### src/rtl/mem_access_stage.sv
// Memory-stage load/store unit: byte-lanes stores, runs a req/ready handshake
// with data memory, and aligns/extends load data into RDM for MEM/WB.
module mem_access_stage #(
   parameter int unsigned TIMEOUT = 16,
   parameter int unsigned CNT_W   = 5
) (
   input  logic        clk,
   input  logic        rst,
   input  logic        memReadM,
   input  logic        memWriteM,
   input  logic [2:0]  funct3M,
   input  logic [31:0] ALUResultM,
   input  logic [31:0] writeDataM,
   output logic        dmemReq,
   output logic        dmemWe,
   output logic [31:0] dmemAddr,
   output logic [31:0] dmemWData,
   output logic [3:0]  dmemBE,
   input  logic        dmemReady,
   input  logic [31:0] dmemRData,
   output logic [31:0] RDM,
   output logic        stallM,
   output logic        errM
);

   localparam logic [1:0] IDLE = 2'd0;
   localparam logic [1:0] BUSY = 2'd1;
   localparam logic [1:0] DONE = 2'd2;

   logic [1:0]       state_q, state_d;
   logic [CNT_W-1:0] cnt_q, cnt_d;
   logic [31:0]      addr_q, addr_d;
   logic [31:0]      wdata_q, wdata_d;
   logic [3:0]       be_q, be_d;
   logic             we_q, we_d;
   logic [2:0]       f3_q, f3_d;
   logic [31:0]      rdm_q, rdm_d;
   logic             err_q, err_d;

   logic        access, is_store, f3_ok, misalign, legal;
   logic [3:0]  be_st;
   logic [31:0] wd_st;
   logic [7:0]  ld_byte;
   logic [15:0] ld_half;
   logic [31:0] ld_ext;

   // Legality of the access currently presented by EX/MEM; a load wins over a store.
   always_comb begin
      access   = memReadM | memWriteM;
      is_store = memWriteM & ~memReadM;
      f3_ok    = 1'b0;
      unique case (funct3M)
         3'b000, 3'b001, 3'b010: f3_ok = 1'b1;
         3'b100, 3'b101:         f3_ok = memReadM;
         default:                f3_ok = 1'b0;
      endcase
      misalign = ((funct3M[1:0] == 2'b01) & ALUResultM[0]) |
                 ((funct3M[1:0] == 2'b10) & (|ALUResultM[1:0]));
      legal    = f3_ok & ~misalign;
   end

   // Store byte enables and lane-replicated write data.
   always_comb begin
      be_st = 4'b1111;
      wd_st = writeDataM;
      unique case (funct3M[1:0])
         2'b00: begin
            be_st = 4'b0001 << ALUResultM[1:0];
            wd_st = {4{writeDataM[7:0]}};
         end
         2'b01: begin
            be_st = ALUResultM[1] ? 4'b1100 : 4'b0011;
            wd_st = {2{writeDataM[15:0]}};
         end
         default: begin
            be_st = 4'b1111;
            wd_st = writeDataM;
         end
      endcase
   end

   // Load lane selection and extension, using the registered offset and funct3.
   always_comb begin
      unique case (addr_q[1:0])
         2'd0:    ld_byte = dmemRData[7:0];
         2'd1:    ld_byte = dmemRData[15:8];
         2'd2:    ld_byte = dmemRData[23:16];
         default: ld_byte = dmemRData[31:24];
      endcase
      ld_half = addr_q[1] ? dmemRData[31:16] : dmemRData[15:0];
      unique case (f3_q)
         3'b000:  ld_ext = {{24{ld_byte[7]}}, ld_byte};
         3'b100:  ld_ext = {24'd0, ld_byte};
         3'b001:  ld_ext = {{16{ld_half[15]}}, ld_half};
         3'b101:  ld_ext = {16'd0, ld_half};
         default: ld_ext = dmemRData;
      endcase
   end

   // Next-state logic for the IDLE/BUSY/DONE handshake FSM.
   always_comb begin
      state_d = state_q;
      cnt_d   = cnt_q;
      addr_d  = addr_q;
      wdata_d = wdata_q;
      be_d    = be_q;
      we_d    = we_q;
      f3_d    = f3_q;
      rdm_d   = rdm_q;
      err_d   = 1'b0;
      unique case (state_q)
         IDLE: begin
            cnt_d = '0;
            if (access) begin
               if (legal) begin
                  addr_d  = ALUResultM;
                  wdata_d = is_store ? wd_st : writeDataM;
                  be_d    = is_store ? be_st : 4'b1111;
                  we_d    = is_store;
                  f3_d    = funct3M;
                  state_d = BUSY;
               end else begin
                  rdm_d = '0;
                  err_d = 1'b1;
               end
            end
         end
         BUSY: begin
            cnt_d = cnt_q + CNT_W'(1);
            if (dmemReady) begin
               rdm_d   = we_q ? 32'd0 : ld_ext;
               state_d = DONE;
            end else if (cnt_q == CNT_W'(TIMEOUT - 1)) begin
               // Last allowed BUSY cycle without ready: abort the access.
               rdm_d   = '0;
               err_d   = 1'b1;
               state_d = DONE;
            end
         end
         DONE: begin
            cnt_d   = '0;
            state_d = IDLE;
         end
         default: state_d = IDLE;
      endcase
   end

   // State registers with asynchronous active-low reset.
   always_ff @(posedge clk or negedge rst) begin
      if (!rst) begin
         state_q <= IDLE;
         cnt_q   <= '0;
         addr_q  <= '0;
         wdata_q <= '0;
         be_q    <= '0;
         we_q    <= 1'b0;
         f3_q    <= '0;
         rdm_q   <= '0;
         err_q   <= 1'b0;
      end else begin
         state_q <= state_d;
         cnt_q   <= cnt_d;
         addr_q  <= addr_d;
         wdata_q <= wdata_d;
         be_q    <= be_d;
         we_q    <= we_d;
         f3_q    <= f3_d;
         rdm_q   <= rdm_d;
         err_q   <= err_d;
      end
   end

   // Memory-side outputs are only asserted while the request is outstanding.
   always_comb begin
      dmemReq   = (state_q == BUSY);
      dmemWe    = dmemReq & we_q;
      dmemBE    = dmemReq ? be_q : 4'b0000;
      dmemAddr  = {addr_q[31:2], 2'b00};
      dmemWData = wdata_q;
      RDM       = rdm_q;
      errM      = err_q;
      stallM    = dmemReq | ((state_q == IDLE) & access & legal);
   end

endmodule

### config.mk
export PLATFORM = sky130hd
export DESIGN_NAME = mem_access_stage
export DESIGN_NICKNAME = d
export VERILOG_FILES = /design/src/rtl/mem_access_stage.sv
export SDC_FILE = /design/constraint.sdc
export NUM_CORES = 1
export LEC_CHECK = 0
export ABC_AREA = 1
export CORE_MARGIN = 2
export CORE_UTILIZATION = 45
export DETAILED_ROUTE_END_ITERATION = 8
export GPL_ROUTABILITY_DRIVEN = 0
export PLACE_DENSITY = 0.79
export SYNTH_ARGS = -nofsm -noshare
export SYNTH_HDL_FRONTEND = slang
export SYNTH_SLANG_ARGS = --single-unit
### constraint.sdc
create_clock -name clk -period 1.67 [get_ports clk]
set_input_delay 0.167 -clock clk [delete_from_list [all_inputs] [get_ports clk]]
set_output_delay 0.167 -clock clk [all_outputs]
set_load 0.02 [all_outputs]
==> report_table.html <==
<table>
<tr><th>Metric</th><th>Value</th></tr>
<tr><th colspan="2">Synthesis</th></tr>
<tr><td>Yosys synthesis warning count</td><td>0</td></tr>
<tr><td>Main combinational cell family by area after synthesis</td><td>simple AND/OR/NAND/NOR gates</td></tr>
<tr><td>Commonest register cell after synthesis</td><td>sky130_fd_sc_hd__dfrtp_1</td></tr>
<tr><td>Arithmetic-cell share of the synthesized area counting full adders, half adders and majority gates</td><td>0.440%</td></tr>
<tr><td>Largest area contributor in the netlist</td><td>sky130_fd_sc_hd__dfrtp_1</td></tr>
<tr><td>Fraction of the mapped netlist area in compound gates</td><td>7.20%</td></tr>
<tr><td>Cell types with the largest area share after synthesis</td><td>sky130_fd_sc_hd__dfrtp_1, sky130_fd_sc_hd__nand2_1, sky130_fd_sc_hd__o21ai_0</td></tr>
<tr><td>Xor and xnor fraction of the mapped netlist area</td><td>0%</td></tr>
<tr><td>Number of flip-flops and latches in the synthesized netlist</td><td>112</td></tr>
<tr><td>Simple-gate share of the synthesized area</td><td>31.4%</td></tr>
<tr><td>Share of synthesized area occupied by flip-flops and latches</td><td>49.3%</td></tr>
<tr><td>Share of cell area taken by muxes after synthesis</td><td>0%</td></tr>
<tr><td>Count of different cell masters after synthesis</td><td>27</td></tr>
<tr><td>Asr flop ratio synth</td><td>100%</td></tr>
<tr><td>Post-Synthesis Cell Area</td><td>0.00569 sq mm</td></tr>
<tr><td>Syn Inst Count</td><td>769</td></tr>
<tr><td>Post-synth EDFFs</td><td>0</td></tr>
<tr><td>Proportion of netlist area held by the largest area contributor</td><td>49.3%</td></tr>
<tr><td>Syn Area/Cell</td><td>7.39 sq um</td></tr>
<tr><th colspan="2">Routing</th></tr>
<tr><td>Via count</td><td>5,510</td></tr>
<tr><td>Length of the first detailed-routing pass in iterations</td><td>7</td></tr>
<tr><td>Final wirelength</td><td>16,300 um</td></tr>
<tr><td>Number of remaining DRC errors</td><td>0</td></tr>
<tr><td>Wire length on met1</td><td>6720 um</td></tr>
<tr><td>1st-iter DRT viols</td><td>398</td></tr>
<tr><td>Count of antenna-violating nets left after detailed routing</td><td>0</td></tr>
<tr><td>Top routing layer used</td><td>met4</td></tr>
<tr><td>Routed wirelength normalized by instance count</td><td>14.2 um</td></tr>
<tr><td>Vias/cell</td><td>4.81</td></tr>
<tr><td>Routed met3 length</td><td>1570 um</td></tr>
<tr><td>DR WL met2</td><td>7720 um</td></tr>
<tr><th colspan="2">Global routing</th></tr>
<tr><td>Antenna violations before repair</td><td>0</td></tr>
<tr><td>Global-route congestion overflow total</td><td>0</td></tr>
<tr><td>Combined global-route utilization of all metal layers</td><td>23.4%</td></tr>
<tr><td>Number of global-route vias before repair</td><td>5,123</td></tr>
<tr><td>Maximum number of pins on one net before global-route repair</td><td>48</td></tr>
<tr><td>Wire length of the first global-routing pass</td><td>24,800 um</td></tr>
<tr><th colspan="2">Floorplan</th></tr>
<tr><td>IO Pins</td><td>208</td></tr>
<tr><td>Standard-cell row count</td><td>41</td></tr>
<tr><td>Die boundary width</td><td>116 um</td></tr>
<tr><td>Die area</td><td>0.0135 sq mm</td></tr>
<tr><td>Initial core utilization</td><td>45.6%</td></tr>
<tr><td>Die height</td><td>116 um</td></tr>
<tr><td>Area inside the core boundary</td><td>0.0125 sq mm</td></tr>
<tr><th colspan="2">Power and ir drop</th></tr>
<tr><td>Highest ir drop seen on vdd</td><td>1130 uV</td></tr>
<tr><td>Pwr dens</td><td>1630 mW/mm^2</td></tr>
<tr><td>Switching power summed over all nets</td><td>5730 uW</td></tr>
<tr><td>Proportion of power drawn by the clock network</td><td>16.0%</td></tr>
<tr><td>Internal Dissipation</td><td>8020 uW</td></tr>
<tr><td>Reg power frac</td><td>32.6%</td></tr>
<tr><td>Combinational share of power</td><td>51.3%</td></tr>
<tr><td>Switching power share of the total</td><td>41.7%</td></tr>
<tr><td>Leakage power summed over all cells</td><td>0.00432 uW</td></tr>
<tr><th colspan="2">Finish</th></tr>
<tr><td>Leading cell types in the layout, fill and taps excluded</td><td>sky130_fd_sc_hd__nand2_1, sky130_fd_sc_hd__clkdlybuf4s50_1, sky130_fd_sc_hd__dfrtp_1</td></tr>
<tr><td>Area Overhead vs Synth</td><td>48.2%</td></tr>
<tr><td>Final Instance Area</td><td>0.00843 sq mm</td></tr>
<tr><td>Share of cells above drive strength 1</td><td>11.6%</td></tr>
<tr><td>Fill cell count</td><td>1,033</td></tr>
<tr><td>Multi-input combinational cell area</td><td>0.00236 sq mm</td></tr>
<tr><td>Antenna Cells</td><td>0</td></tr>
<tr><td>Most common cell after layout, fill and taps aside</td><td>sky130_fd_sc_hd__nand2_1</td></tr>
<tr><td>Sequential cell area</td><td>0.00281 sq mm</td></tr>
<tr><td>Post-layout net count</td><td>1,074</td></tr>
<tr><th colspan="2">Flow run</th></tr>
<tr><td>Number of max-cap violations</td><td>0</td></tr>
<tr><th colspan="2">Setup path</th></tr>
<tr><td>Register-to-Register Setup Slack</td><td>-90 ps</td></tr>
<tr><td>Largest fanout of any net on the critical path</td><td>12</td></tr>
<tr><td>Launch point of the worst path</td><td>cnt_q[0]</td></tr>
<tr><td>Origin of the critical flop-to-flop path</td><td>cnt_q[0]</td></tr>
<tr><td>Setup CP Type</td><td>flip-flop to flip-flop</td></tr>
<tr><td>Element type at the critical path start</td><td>flip-flop</td></tr>
<tr><td>Critical Path End Type</td><td>flip-flop</td></tr>
<tr><td>Reg2Reg Depth</td><td>12</td></tr>
<tr><td>Worst endpoint required time</td><td>1910 ps</td></tr>
<tr><td>Worst path arrival time</td><td>2000 ps</td></tr>
<tr><td>Capture point of the worst reg-to-reg path</td><td>RDM[10]</td></tr>
<tr><th colspan="2">Clock tree</th></tr>
<tr><td>Buffer levels on the longest clock path</td><td>2</td></tr>
<tr><td>Clock slew at reported path FFs</td><td>80 ps</td></tr>
<tr><td>Clock root buffer</td><td>sky130_fd_sc_hd__clkbuf_16</td></tr>
<tr><td>Number of clock sinks</td><td>112</td></tr>
<tr><td>Number of buffers added by the clock tree synthesis step</td><td>9</td></tr>
<tr><td>Latest clock arrival within the worst-skew pair</td><td>350 ps</td></tr>
<tr><td>H-tree depth reported by CTS</td><td>3</td></tr>
<tr><td>Clock tree from TritonCTS</td><td>built</td></tr>
<tr><th colspan="2">Placed design</th></tr>
<tr><td>Count of buffers inserted at the top-level ports</td><td>205</td></tr>
<tr><td>Worst slack after detailed placement</td><td>-235 ps</td></tr>
<tr><td>Detailed placement HPWL</td><td>11,500 um</td></tr>
<tr><td>Total placed instance area</td><td>0.00787 sq mm</td></tr>
<tr><th colspan="2">Min path</th></tr>
<tr><td>Tightest Hold Check Type</td><td>primary input to async pin</td></tr>
<tr><th colspan="2">STA</th></tr>
<tr><td>Count of final hold-check violations</td><td>0</td></tr>
<tr><td>Crit path time final</td><td>1760 ps</td></tr>
<tr><td>Max-slew violation count</td><td>0</td></tr>
<tr><td>Setup Viol. Count Final</td><td>32</td></tr>
<tr><td>Unrepaired setup endpoints after global routing</td><td>true</td></tr>
<tr><td>Final WS setup</td><td>-88.5 ps</td></tr>
<tr><td>Actual transition at the worst max-transition pin</td><td>518 ps</td></tr>
<tr><td>Final worst clock skew</td><td>12.1 ps</td></tr>
<tr><td>Portion of the clock cycle consumed by the worst path in the final layout</td><td>105%</td></tr>
<tr><td>Peak Freq</td><td>569 MHz</td></tr>
<tr><td>Slew margin rel.</td><td>65.3%</td></tr>
<tr><th colspan="2">Status</th></tr>
<tr><td>Violations in the final reports</td><td>negative setup slack</td></tr>
<tr><td>Status</td><td>finished, violations left</td></tr>
</table>
==> power groups by stage <==
stage	clock, uW	combinational [uW]	sequential [uW]
final	2200	7060	4490
after global routing	2370	7650	4630
after CTS	2250	6770	4460
after detailed placement	0	6730	4460
after global placement	0	6620	4470
after floorplan	0	3420	5100
==> synthesized netlist by cell type (all sizes together) (2+ instances only) <==
cell type / n
o21ai: 69
ha: 2
dfrtp: 112
clkbuf: 5
inv: 57
nand3: 25
nand2: 366
buf: 58
nand4: 2
a21oi: 10
nor3: 2
nor2: 57
==> flip-flops by register name, indices dropped and copies added (netlist names) <==
register and count:
RDM 32, addr_q 32, dmemWData 32, cnt_q 5, be_q 4, f3_q 3
state_q 2, errM 1, we_q 1
==> area by class of cell <==
cell class	count	area share [%]
Clock buffer	9	2.67
Multi-Input combinational cell	537	28.0
Clock inverter	7	0.965
Sequential cell	112	33.3
Timing Repair Buffer	250	29.8
Inverter	58	2.64
Tap cell	172	2.55
==> through the flow <==
| step | total power, uW | hold slack [ps] | utilization, % | instances | setup TNS, ps |
|---|---|---|---|---|---|
| after floorplan | 8510 | -129 | - | 770 | 0 |
| after global placement | 11100 | 147 | 63.1 | 1120 | -2480 |
| after detailed placement | 11200 | 153 | 63.1 | 1120 | -4260 |
| after CTS | 13500 | 315 | 65.9 | 1139 | -608 |
| after global routing | 14700 | 341 | 67.6 | 1145 | -5710 |
| final | 13800 | 311 | 67.6 | 1145 | -2050 |
==> what timing repair did <==
| action | 4_1_cts | 5_1_grt |
|---|---|---|
| hold endpoints to repair | 28 | 0 |
| pin swaps | 0 | 9 |
| gates resized for setup | 23 | 42 |
| setup endpoints to repair | 39 | 38 |
| hold buffers | 1 | 0 |
| buffers inserted | 2 | 4 |
| gates cloned | 0 | 2 |
==> metal layers <==
| metal | global-route usage [%] | up-vias |
|---|---|---|
| met5 | 0 | - |
| met4 | 6.67 | 0 |
| met3 | 7.32 | 17 |
| met2 | 37.9 | 238 |
| met1 | 30.4 | 2528 |
| li1 | - | 2727 |
==> worst max path at each step <==
stage	endpoint	slack, ps
6_report	RDM[10]	-90
5_1_grt	RDM[13]	-210
4_1_cts	RDM[8]	-30
3_5_place_dp	stallM	-240
3_3_place_gp	stallM	-210
2_1_floorplan	RDM[20]	140
==> critical path, stage by stage, from the launching register on <==
cell and delay [ps]:
sky130_fd_sc_hd__dfrtp_1 380, sky130_fd_sc_hd__ha_2 200, sky130_fd_sc_hd__nand2_2 50, sky130_fd_sc_hd__nor2_2 100, sky130_fd_sc_hd__ha_2 190, sky130_fd_sc_hd__inv_2 40, sky130_fd_sc_hd__nand3_2 80, sky130_fd_sc_hd__nand2_2 70
sky130_fd_sc_hd__nor2_4 110, sky130_fd_sc_hd__nand2_4 100, sky130_fd_sc_hd__clkbuf_16 190, sky130_fd_sc_hd__nand2_1 60, sky130_fd_sc_hd__nand2_1 60
==> cell families (layout without fill, tap and decap cells) <==
group,count (synthesis),after routing
other,1,2
adders and majority gates,2,2
and+or+nand+nor,452,452
buffers and inverters,121,324
AOI/OAI and AO/OA,81,81
DFF,112,112
(Power assumes the default switching activity.)
==> variant (config.mk and constraints unchanged) <==
Set the parameter `CNT_W` to 10 (it was 5).
--- a/src/rtl/mem_access_stage.sv
+++ b/src/rtl/mem_access_stage.sv
@@ -3,5 +3,5 @@
 module mem_access_stage #(
    parameter int unsigned TIMEOUT = 16,
-   parameter int unsigned CNT_W   = 5
+   parameter int unsigned CNT_W   = 10
 ) (
    input  logic        clk,
Function: no difference found for any inputs over 4 cycles, from zero or initial values and one cycle with rst low; that may be too few to reach the edited logic, so the function may still have changed.
==> variant against the unedited design <==
- total power grew 9.8%
- clock power rose by 53%
- synthesized area increased by 7.9%
- final area increased by 5.7%
- global-route usage up 1.7 points
- sequential cell count rose by 5
- wire length grew 7.3%
- setup slack better by 0.13 ns
- critical endpoint is now dmemWData[7]
==> variant: results <==
INSERT INTO impl_metrics (metric_group, metric, value, unit) VALUES
('finish', 'comb.multi_input.count', '509', ''),
('finish', 'nNonClkInverters', '99', ''),
('synthesis', 'synth_cell_type_count', '35', ''),
('synthesis', 'synth.ff_latch_count', '117', ''),
('worst_setup_path', 'regToRegStartpoint', 'state_q[1]', ''),
('power', 'leakagePower', '4.47', 'nW'),
('detailed_routing', 'met2_layer_wire_length_in_the_routed_design', '8270', 'um'),
('power', 'seqPwrFrac', '0.308', ''),
('finish', 'layout.area.seq', '2930', 'um2'),
('worst_setup_path', 'worstPathMaxFanout', '2', ''),
('clock_tree', 'cts_htree_levels', '4', ''),
('floorplanning', 'num_rows', '42', ''),
('timing', 'fmax', '0.612', 'GHz'),
('detailed_routing', 'avgRoutedWirePerCell', '14.9', 'um'),
('worst_setup_path', 'critical_path.endpoint', 'dmemWData[7]', ''),
('detailed_routing', 'drt_iter0_markers', '445', ''),
('detailed_routing', 'detailroute.via_count', '5869', ''),
('run_status', 'status', 'completed', ''),
('global_route', 'use_met1', '0.305', ''),
('finish', 'final-nonclk-buf-share', '0.271', ''),
('timing', 'skew', '0.00696', 'ns'),
('synthesis', 'synthesis.instances', '791', ''),
('global_route', 'met2_usage_in_global_routing', '0.409', ''),
('global_route', 'gr-usage-all-layers', '0.251', ''),
('detailed_routing', 'first_pass_iters', '5', '');
[variant: cell count changes after synthesis, moves of 15 or more]
cell      unedited run  this run
nand2_1            364       269
inv_1               53        91
o21ai_0             67        30
o21bai_1             0        33
nor2_1              54        28
nand3_1             23        45
o211ai_1             0        15
[variant: worst min-delay path by stage]
stage                     startpoint  endpoint
after global placement           rst  cnt_q[3]
after global routing             rst  cnt_q[1]
after CTS                        rst  cnt_q[1]
final                            rst  cnt_q[1]
after detailed placement         rst  cnt_q[3]
after floorplan                  rst    RDM[0]
[variant: kinds of logic after synthesis]
| logic type | count (synthesis) | share of synthesized area |
|---|---|---|
| AND/OR/NAND/NOR | 368 | 0.249 |
| flip-flops | 117 | 0.477 |
| other | 1 | 0.000611 |
| adder cells (fa/ha/maj) | 1 | 0.00204 |
| AO/OA/AOI/OAI | 138 | 0.140 |
| buffers and inverters | 166 | 0.131 |
